File: config.mk
export PLATFORM = sky130hd
export DESIGN_NAME = foo_call_arbiter
export DESIGN_NICKNAME = d
export VERILOG_FILES = /design/src/rtl/foo_arb_pkg.sv /design/src/rtl/foo_tag_fifo.sv /design/src/rtl/foo_call_arbiter.sv
export SDC_FILE = /design/constraint.sdc
export NUM_CORES = 1
export LEC_CHECK = 0
export ABC_AREA = 0
export BUFFER_PORTS_ARGS = -buffer_cell sky130_fd_sc_hd__buf_4
export CORE_AREA = 2 2 96 98
export CTS_CLUSTER_DIAMETER = 30
export DETAILED_ROUTE_END_ITERATION = 8
export DIE_AREA = 0 0 98 100
export PLACE_DENSITY = 0.79
export SLEW_MARGIN = 0
export SYNTH_ARGS = -nofsm -noshare
export SYNTH_HDL_FRONTEND = slang
export SYNTH_SLANG_ARGS = --single-unit
File: constraint.sdc
create_clock -name clock -period 8.6 [get_ports clock]
set_input_delay 2.15 -clock clock [delete_from_list [all_inputs] [get_ports clock]]
set_output_delay 2.15 -clock clock [all_outputs]
set_load 0.01 [all_outputs]
File: src/rtl/foo_arb_pkg.sv
// foo_arb_pkg: shared types and defaults for the foo call arbiter.
//   N_REQ_DEF / DATA_W_DEF / MAX_INFLIGHT_DEF : default parameter values
//   ID_W, id_t, data_t                        : requester tag and payload types
//   lock_state_t                              : grant-hold register encoding
//   rr_idx()                                  : round-robin search index helper
package foo_arb_pkg;
    localparam int unsigned N_REQ_DEF        = 4;
    localparam int unsigned DATA_W_DEF       = 32;
    localparam int unsigned MAX_INFLIGHT_DEF = 4;
    localparam int unsigned ID_W             = $clog2(N_REQ_DEF);

    typedef logic [ID_W-1:0]       id_t;
    typedef logic [DATA_W_DEF-1:0] data_t;

    typedef enum logic {
        LOCK_FREE = 1'b0,
        LOCK_HELD = 1'b1
    } lock_state_t;

    function automatic int unsigned rr_idx(int unsigned base, int unsigned k, int unsigned n);
        return (base + k) % n;
    endfunction
endpackage

File: src/rtl/foo_tag_fifo.sv
// foo_tag_fifo: in-order FIFO of requester tags for calls issued to foo.
//   clock, reset : rising-edge clock, synchronous active-high reset
//   push, din    : write din when not full
//   pop, dout    : drop head when not empty; dout shows the head
//   count        : entries held (0..DEPTH)
//   full, empty  : status flags
// Same-cycle push and pop are both honoured.
module foo_tag_fifo #(
    parameter  int unsigned DEPTH = 4,
    parameter  int unsigned WIDTH = 2,
    localparam int unsigned AW    = $clog2(DEPTH),
    localparam int unsigned CW    = AW + 1
) (
    input  logic             clock,
    input  logic             reset,
    input  logic             push,
    input  logic             pop,
    input  logic [WIDTH-1:0] din,
    output logic [WIDTH-1:0] dout,
    output logic [CW-1:0]    count,
    output logic             full,
    output logic             empty
);
    logic [WIDTH-1:0] mem_q [DEPTH];
    logic [AW-1:0]    wr_q, rd_q;
    logic [CW-1:0]    cnt_q;
    logic             push_ok, pop_ok;

    assign full    = (cnt_q == CW'(DEPTH));
    assign empty   = (cnt_q == '0);
    assign push_ok = push & ~full;
    assign pop_ok  = pop & ~empty;
    assign dout    = mem_q[rd_q];
    assign count   = cnt_q;

    // Storage is not reset; only the pointers define validity.
    always_ff @(posedge clock) begin
        if (push_ok) mem_q[wr_q] <= din;
    end

    always_ff @(posedge clock) begin
        if (reset) begin
            wr_q  <= '0;
            rd_q  <= '0;
            cnt_q <= '0;
        end else begin
            if (push_ok) wr_q <= wr_q + 1'b1;
            if (pop_ok)  rd_q <= rd_q + 1'b1;
            case ({push_ok, pop_ok})
                2'b10:   cnt_q <= cnt_q + 1'b1;
                2'b01:   cnt_q <= cnt_q - 1'b1;
                default: cnt_q <= cnt_q;
            endcase
        end
    end
endmodule

File: src/rtl/foo_call_arbiter.sv
// foo_call_arbiter: shares one foo instance among N_REQ requesters.
//   clock, reset                 : rising-edge clock, synchronous active-high reset
//   req_valid/req_ready/req_data : per-requester call channel (ready one-hot)
//   rsp_valid/rsp_ready/rsp_data : per-requester return channel (data broadcast)
//   foo_start/foo_busy/foo_t     : call interface to foo
//   foo_done/foo_stall/foo_returndata : return interface from foo
//   inflight                     : calls issued and not yet returned
//   err_done                     : sticky, foo_done seen with nothing outstanding
//
// Lock state table:
//   state     | meaning
//   LOCK_FREE | grant chosen round-robin from rr_ptr
//   LOCK_HELD | foo was busy on a presented call; grant pinned to lock_id
module foo_call_arbiter
    import foo_arb_pkg::*;
#(
    parameter  int unsigned N_REQ        = N_REQ_DEF,
    parameter  int unsigned DATA_W       = DATA_W_DEF,
    parameter  int unsigned MAX_INFLIGHT = MAX_INFLIGHT_DEF,
    localparam int unsigned IDW          = (N_REQ > 1) ? $clog2(N_REQ) : 1,
    localparam int unsigned CW           = $clog2(MAX_INFLIGHT) + 1
) (
    input  logic                    clock,
    input  logic                    reset,
    input  logic [N_REQ-1:0]        req_valid,
    output logic [N_REQ-1:0]        req_ready,
    input  logic [N_REQ*DATA_W-1:0] req_data,
    output logic [N_REQ-1:0]        rsp_valid,
    input  logic [N_REQ-1:0]        rsp_ready,
    output logic [DATA_W-1:0]       rsp_data,
    output logic                    foo_start,
    input  logic                    foo_busy,
    output logic [DATA_W-1:0]       foo_t,
    input  logic                    foo_done,
    output logic                    foo_stall,
    input  logic [DATA_W-1:0]       foo_returndata,
    output logic [CW-1:0]           inflight,
    output logic                    err_done
);
    lock_state_t    lock_q, lock_d;
    logic [IDW-1:0] lock_id_q, lock_id_d;
    logic [IDW-1:0] rr_ptr_q, rr_ptr_d;
    logic           err_q, err_d;

    logic [IDW-1:0] gnt, head;
    logic [CW-1:0]  count;
    logic           full, empty;
    logic           start_raw, accept, stall_raw, ret;
    logic           found;
    int unsigned    idx;

    foo_tag_fifo #(.DEPTH(MAX_INFLIGHT), .WIDTH(IDW)) u_tags (
        .clock (clock),
        .reset (reset),
        .push  (accept),
        .pop   (ret),
        .din   (gnt),
        .dout  (head),
        .count (count),
        .full  (full),
        .empty (empty)
    );

    always_comb begin
        gnt   = rr_ptr_q;
        found = 1'b0;
        idx   = 0;
        if (lock_q == LOCK_HELD) begin
            gnt = lock_id_q;
        end else begin
            for (int k = 0; k < int'(N_REQ); k++) begin
                idx = rr_idx(int'(rr_ptr_q), k, N_REQ);
                if (!found && req_valid[idx]) begin
                    gnt   = IDW'(idx);
                    found = 1'b1;
                end
            end
        end
    end

    // Full blocks a push even when a pop happens in the same cycle.
    assign start_raw = ~full & req_valid[gnt];
    assign accept    = start_raw & ~foo_busy & ~reset;
    assign stall_raw = ~empty & ~rsp_ready[head];
    assign ret       = foo_done & ~empty & rsp_ready[head] & ~reset;

    always_comb begin
        lock_d    = lock_q;
        lock_id_d = lock_id_q;
        rr_ptr_d  = rr_ptr_q;
        err_d     = err_q;
        if (start_raw && foo_busy) begin
            lock_d    = LOCK_HELD;
            lock_id_d = gnt;
        end
        if (accept) begin
            lock_d   = LOCK_FREE;
            rr_ptr_d = (int'(gnt) == int'(N_REQ) - 1) ? '0 : gnt + 1'b1;
        end
        if (empty && foo_done) err_d = 1'b1;
    end

    always_ff @(posedge clock) begin
        if (reset) begin
            lock_q    <= LOCK_FREE;
            lock_id_q <= '0;
            rr_ptr_q  <= '0;
            err_q     <= 1'b0;
        end else begin
            lock_q    <= lock_d;
            lock_id_q <= lock_id_d;
            rr_ptr_q  <= rr_ptr_d;
            err_q     <= err_d;
        end
    end

    // Every output is forced low while reset is asserted, including paths
    // that would otherwise pass requester/foo inputs straight through.
    always_comb begin
        req_ready = '0;
        rsp_valid = '0;
        if (!reset) begin
            req_ready[gnt] = accept;
            if (!empty) rsp_valid[head] = foo_done;
        end
        foo_start = start_raw & ~reset;
        foo_t     = reset ? '0 : req_data[int'(gnt)*DATA_W +: DATA_W];
        foo_stall = stall_raw & ~reset;
        rsp_data  = reset ? '0 : foo_returndata;
        inflight  = reset ? '0 : count;
        err_done  = err_q & ~reset;
    end
endmodule
# Word-level counts from Yosys, hierarchy flattened
# Memories as Yosys holds them, arrays and structs flattened. A register that Yosys moved wholly into a read port is not among the register bits.
# Cells that the tools add are included.
# word_totals
register_bits	13
mem_bits_rw	8
inputBits	172
out_inout_bits	78
elab_cells	99
n_memories	1
# classes
addsub	8
n_lt_le_gt_ge	8
n_eq_ne	4
shift	1
n_mux	38
n_bitwise	19
n_reduce_logical	13
# memory_table
name	words	width	read_ports	rd_ports_with_merged_regs	write_ports	line	source
u_tags.mem_q	4	2	1	1	1	foo_tag_fifo.sv:24	logic [WIDTH-1:0] mem_q [DEPTH];
# op_table
operator	n
128-bit by 8-bit variable part select with 32-bit output	1
32-bit two-way mux	2
2-bit by 3-bit < comparator with 1-bit output, second input constant	6
1-bit two-way mux	16
2-bit two-way mux	7
1-bit AND	12
1-bit binary-select mux with 2-bit select	6
4-bit two-way mux	3
2-bit by 1-bit adder with 2-bit output, second input constant	4
4-bit AND	2
1-bit logical AND	7
3-bit one-hot mux with 2 select lines	1
1-bit inverter	5
2-bit adder, second input constant	2
1-bit demux with 2-bit select	2
2-bit by 1-bit equality test with 1-bit output, second input constant	2
2-bit by 1-bit greater-or-equal comparator with 1-bit output, second input constant	2
3-bit by 1-bit adder with 3-bit output, second input constant	1
3-bit equality test, second input constant	1
1-bit logical NOT	3
3-bit logical NOT	1
3-bit two-way mux	1
3-bit by 1-bit subtractor with 3-bit output, second input constant	1
2-bit equality test, second input constant	1
other kinds (2)	2

# Depth between registers and ports, before layout
# logic_depth
ltp_word	24
ltp_mapped	14
mapped_depth_nobuf	14

# Modules after synthesis
# From an unflattened synthesis, not the netlist that was laid out.
# unflattened
cells_unflattened	261
hier_area_um2	2698.8
# modules_own_cells
module	instances	cells_each	area_each_um2	seq_area_each_um2
foo_call_arbiter	1	197	1928.1	120.1
foo_tag_fifo	1	64	770.7	420.4

# Worst setup path after synthesis
# No wires, ideal clock.
# synth_timing
kind	input-to-output
from	input port req_valid[1]
to	output port foo_t[23]
t_arrival_ps	3765
setup_slack_ps	2685
path_stages	7
cell_sequence	o21ai_1 -> a221oi_1 -> o31a_2 -> inv_2 -> buf_1 -> mux4_2 -> nor2b_1
# synth_via
elab_chain_cells	18
elab_cells_between_ends	26
cone_classes	shift (1); mux (19); reduce/logical (6)
# synth_rtl
element	line	source
from (decl)	foo_call_arbiter.sv:25	input logic [N_REQ-1:0] req_valid,
1-bit binary-select mux with 2-bit select	foo_call_arbiter.sv:73	if (!found && req_valid[idx]) begin
1-bit two-way mux (implied by the code)	foo_call_arbiter.sv:73	
1-bit two-way mux	foo_call_arbiter.sv:73	
1-bit two-way mux	foo_call_arbiter.sv:68	if (lock_q == LOCK_HELD) begin
1-bit logical NOT	foo_call_arbiter.sv:73	
1-bit logical AND	foo_call_arbiter.sv:73	
1-bit two-way mux	foo_call_arbiter.sv:73	
1-bit two-way mux	foo_call_arbiter.sv:68	
[3 not listed]	n/a	
1-bit two-way mux	foo_call_arbiter.sv:68	
1-bit logical NOT	foo_call_arbiter.sv:73	
1-bit logical AND	foo_call_arbiter.sv:73	
2-bit two-way mux *	foo_call_arbiter.sv:73	
2-bit two-way mux *	foo_call_arbiter.sv:68	
net gnt[1]	foo_call_arbiter.sv:45	logic [IDW-1:0] gnt, head;
128-bit by 8-bit variable part select with 32-bit output *	foo_call_arbiter.sv:127	foo_t = reset ? '0 : req_data[int'(gnt)*DATA_W +: DATA_W];
32-bit two-way mux *	foo_call_arbiter.sv:127	
to (decl)	foo_call_arbiter.sv:33	output logic [DATA_W-1:0] foo_t,
# The timed path passes the listed nets; every way through them passes the cells marked *. The select of a mux whose other input is x is not followed.

# Worst setup path after layout
# layout_timing
from	input port req_valid[2]
to	output port foo_t[3]
# layout_via
elab_chain_cells	18
elab_cells_between_ends	26
cone_classes	shift (1); mux (19); reduce/logical (6)
# layout_rtl
element	line
1-bit binary-select mux with 2-bit select	foo_call_arbiter.sv:73
1-bit two-way mux (implied by the code)	foo_call_arbiter.sv:73
1-bit two-way mux	foo_call_arbiter.sv:73
1-bit two-way mux	foo_call_arbiter.sv:68
1-bit logical NOT	foo_call_arbiter.sv:73
1-bit logical AND	foo_call_arbiter.sv:73
1-bit two-way mux	foo_call_arbiter.sv:73
1-bit two-way mux	foo_call_arbiter.sv:68
[2 not listed]	n/a
1-bit two-way mux	foo_call_arbiter.sv:73
1-bit two-way mux	foo_call_arbiter.sv:68
1-bit logical NOT	foo_call_arbiter.sv:73
1-bit logical AND	foo_call_arbiter.sv:73
2-bit two-way mux *	foo_call_arbiter.sv:73
2-bit two-way mux *	foo_call_arbiter.sv:68
128-bit by 8-bit variable part select with 32-bit output *	foo_call_arbiter.sv:127
32-bit two-way mux *	foo_call_arbiter.sv:127
# Mark *: on every way between the ends. The rest lies on a longest branch, timed or not. The select of a mux whose other input is x is not followed.

==> summary.txt <==
Outcome
  • Status: completed

Synthesis
  • Yosys warning total: 0
  • Share of the yosys chip area belonging to registers: 21.0%
  • Avg Inst Size Synth: 10.0 sq um
  • Synth cell types: 39
  • Syn Inst Count: roughly 260
  • #FFs+latches synth: 23
  • Syn_nets: 438
  • Cell Area, Synth: 2570 sq um

Min path
  • Hold Path Depth: 2
  • HP Class: reg2reg
  • Min-delay src: err_q
  • Hold EP: err_q

Global route
  • Pin count of the biggest net entering global routing: 87
  • Vias in the first global route: ~2900
  • Total GRT Usage: 19.6%
  • Total grt overflow: 0
  • Antenna violations before repair: 4
  • First-pass GRT wire length: 15200 um

Clock tree
  • H-tree depth: 1
  • CTS tree: built
  • CTS Buffer Depth: 2
  • Root buffer cell: clkbuf_8
  • CTS buffer count: 3
  • Postcts setup bufs: 0
  • CTS Sinks: 23
  • Number of gates resized after cts: 0
  • Clock-pin transition on the worst setup and hold timing paths: about 0.08 ns
  • Hold Buf Count CTS: 0
  • Later-pin clock latency in the skew report: ~0.28 ns

Critical path
  • R2R setup slack: about 5 ns
  • Worst R2R End: u_tags.count[2]
  • Cells along the critical path: buf_4 -> inv_1 -> o221ai_1 -> a211o_1 -> and2_2 -> buf_4 -> mux4_2 -> nor2b_1 -> buf_4
  • Critical Path Slowest Stage Cell: mux4_2
  • CP Launch Type: input pin
  • Most used cell, CP: buf_4
  • CP Data Arrival Time: 4.64 ns
  • FF-to-FF Start: rr_ptr_q[1]
  • CP required: 6.45 ns
  • CP Capture Type: output pin
  • Critical path type: in2out
  • Critical Path Fanout Max: 20
  • R2R depth: 14
  • Crit path largest cell delay: 0.57 ns

Floorplanning
  • Core area: 8890 sq um
  • IO Count: 250
  • Die Span Y: 100 um
  • Initial core utilization: around 29%
  • Total die area: about 9800 sq um
  • Die width: 98 um
  • Row count: 35

Drt
  • Drt wl/cell: 17.5 um
  • DR iter-0 viols: 71
  • Post-route ant nets: 0
  • Final wirelength: 10600 um
  • DR vias/cell: between 4 and 5
  • Met2 WL: about 5500 um
  • Met3 Routed Length: 859 um
  • Vias: slightly below 3000
  • Met1 wire length: 4000 um
  • DR DRC count: 0
  • DRT Pass-1 Iters: 4
  • Max layer used: met5

Cells and area
  • Final layout net count: between 600 and 700
  • Number of diodes: 0
  • Area delta synth->final: 76.7%
  • Share of layout cells above drive strength 1: 59.8%

Power
  • Leak pwr: around 2.1 nW
  • Worst vdd ir: 71.0 uV
  • Pwr per Cell Area: 125 nW/um^2

STA
  • Relative slew slack: between 40% and 50%
  • Shortest period the worst path allows: ~6.8 ns
  • RSZ-0062 raised after global routing: false
  • Worst hold slack: 0.469 ns
  • Final period util: 78.9%
  • Max Clk Rate: ~150 MHz
  • Worst clock skew: 0.00521 ns
  • Final setup fails: 0
  • Actual slew at the worst max-slew pin: 0.835 ns
  • Final Hold Viols: 0
  • Fin Setup TNS: 0 ns
  • Max-slew violations: 0

Flow run
  • Max cap viols: 0

Placement
  • RePlAce Congestion: 0.898
  • PortBufs: approximately 250
  • Post-DP HPWL: 9050 um
==> cell usage after synthesis <==
| master | n | share of area (%) |
|---|---|---|
| nor2_1 | 22 | 3.2 |
| or3_1 | 3 | 0.73 |
| o22ai_4 | 1 | 0.78 |
| edfxtp_1 | 8 | 9.3 |
| a21oi_1 | 8 | 1.6 |
| and2_1 | 13 | 3.2 |
| nand3_1 | 2 | 0.39 |
| xnor2_1 | 2 | 0.68 |
| xor2_1 | 3 | 1.0 |
| nand2_1 | 9 | 1.3 |
| nand2b_1 | 2 | 0.49 |
| inv_1 | 12 | 1.8 |
| buf_2 | 1 | 0.19 |
| a211o_1 | 1 | 0.34 |
| and2b_2 | 1 | 0.34 |
| nor3b_1 | 1 | 0.29 |
| ha_1 | 9 | 4.4 |
| inv_2 | 1 | 0.15 |
| a221oi_1 | 1 | 0.34 |
| o22ai_1 | 1 | 0.24 |
| nor2b_1 | 67 | 16 |
| mux4_2 | 35 | 31 |
| buf_1 | 4 | 0.58 |
| o31a_2 | 1 | 0.39 |
| a31oi_1 | 2 | 0.49 |
| o221ai_1 | 1 | 0.34 |
| a311oi_1 | 2 | 0.68 |
| and3_1 | 2 | 0.49 |
| mux2i_1 | 4 | 1.6 |
| buf_6 | 4 | 1.8 |
| clkbuf_1 | 8 | 1.2 |
| o211ai_1 | 3 | 0.88 |
| or3_4 | 1 | 0.44 |
| o21ai_1 | 1 | 0.19 |
| o21ai_0 | 1 | 0.19 |
| o31ai_1 | 1 | 0.29 |
| nor3_1 | 2 | 0.39 |
| fa_1 | 1 | 0.78 |
| dfxtp_1 | 15 | 12 |
==> routing by layer <==
layer / vias up / GRT usage, %
li1: 1389 / -
met1: 1374 / 23.4
met2: 121 / 34.6
met3: 19 / 6.34
met4: 6 / 4.91
met5: - / 0
==> through the flow <==
stage | utilization [%] | worst slack [ns] | cell area (sq um) | power (mW) | cells
2_1_floorplan | - | 2.68 | 2570 | 0.363 | 256
3_3_place_gp | 50.5 | 1.84 | 4490 | 0.492 | 600
3_5_place_dp | 50.5 | 1.76 | 4490 | 0.501 | 600
4_1_cts | 51.1 | 1.76 | 4540 | 0.570 | 604
5_1_grt | 51.1 | 1.55 | 4540 | 0.602 | 604
6_report | 51.1 | 1.81 | 4540 | 0.566 | 604
==> how the worst max path moves through the flow <==
stage                     cells past startpoint  slack, ns        end         start
after floorplan                               7       2.68  foo_t[23]  req_valid[1]
after global placement                        9       1.84  foo_t[12]  req_valid[2]
final                                         9       1.81   foo_t[3]  req_valid[2]
after global routing                          9       1.55   foo_t[3]  req_valid[2]
after CTS                                     9       1.76   foo_t[4]  req_valid[2]
after detailed placement                      9       1.76   foo_t[4]  req_valid[2]
==> worst max-delay path, delay by kind of cell <==
kind                   cells  cell delay (ns)
buffers and inverters      4             0.78
multiplexers               1             0.57
AO/OA/AOI/OAI              2             0.48
AND/OR/NAND/NOR            2             0.65
==> power by group <==
part	total (mW)	internal [mW]	leakage, nW	switching (mW)
registers	0.134	0.124	0.196	0.0102
logic	0.362	0.215	1.90	0.147
clock network	0.0705	0.0330	0.0217	0.0375
total	0.566	0.372	2.11	0.194
==> registers in the layout, summed over array words and instances, names as in the netlist, named ones only <==
signal        cells
err_q             1
u_tags.count      3
u_tags.mem_q      8
u_tags.rd_q       2
lock_q            1
lock_id_q         2
u_tags.wr_q       2
rr_ptr_q          2
==> cell type report <==
cell class,count,area (sq um)
Timing Repair Buffer,250,1880
Tap cell,111,139
Clock inverter,1,7.51
Sequential cell,23,541
Clock buffer,3,41.3
Fill cell,833,4350
Multi-Input combinational cell,203,1890
Inverter,13,48.8
==> logic make-up (layout without fill, tap and decap cells) <==
| family | after synthesis | after routing | synth area share [%] |
|---|---|---|---|
| AND/OR/NAND/NOR | 125 | 125 | 27.6 |
| adder cells (fa/ha/maj) | 10 | 10 | 5.16 |
| AO/OA/AOI/OAI | 24 | 24 | 6.72 |
| buffers and inverters | 30 | 267 | 5.60 |
| flip-flops | 23 | 23 | 21.0 |
| XOR/XNOR | 5 | 5 | 1.70 |
| multiplexers | 39 | 39 | 32.2 |
==> cell usage in the layout (no fill, tap or decap) <==
| cell type | netlist | final |
|---|---|---|
| ha_1 | 9 | 9 |
| clkbuf_8 | 0 | 3 |
| mux4_2 | 35 | 35 |
| nor3b_1 | 1 | 1 |
| clkinvlp_4 | 0 | 1 |
| xor2_1 | 3 | 3 |
| inv_1 | 12 | 12 |
| o21ai_0 | 1 | 1 |
| o22ai_1 | 1 | 1 |
| a221oi_1 | 1 | 1 |
| fa_1 | 1 | 1 |
| and3_1 | 2 | 2 |
| nand2_1 | 9 | 9 |
| a311oi_1 | 2 | 2 |
| inv_2 | 1 | 1 |
| a21oi_1 | 8 | 8 |
| nand3_1 | 2 | 2 |
| and2_2 | 0 | 1 |
| nand2b_1 | 2 | 2 |
| a211o_1 | 1 | 1 |
| xnor2_1 | 2 | 2 |
| or3_4 | 1 | 1 |
| mux2i_1 | 4 | 4 |
| o21ai_1 | 1 | 1 |
| or3_1 | 3 | 3 |
| nor3_1 | 2 | 2 |
| and2b_2 | 1 | 1 |
| o22ai_4 | 1 | 1 |
| and2_1 | 13 | 12 |
| o31ai_1 | 1 | 1 |
| o221ai_1 | 1 | 1 |
| buf_4 | 0 | 250 |
| a31oi_1 | 2 | 2 |
| edfxtp_1 | 8 | 8 |
| o31a_2 | 1 | 1 |
| dfxtp_1 | 15 | 15 |
| nor2_1 | 22 | 22 |
| nor2b_1 | 67 | 67 |
| o211ai_1 | 3 | 3 |
No activity file was read; power rests on OpenSTA's default activity.
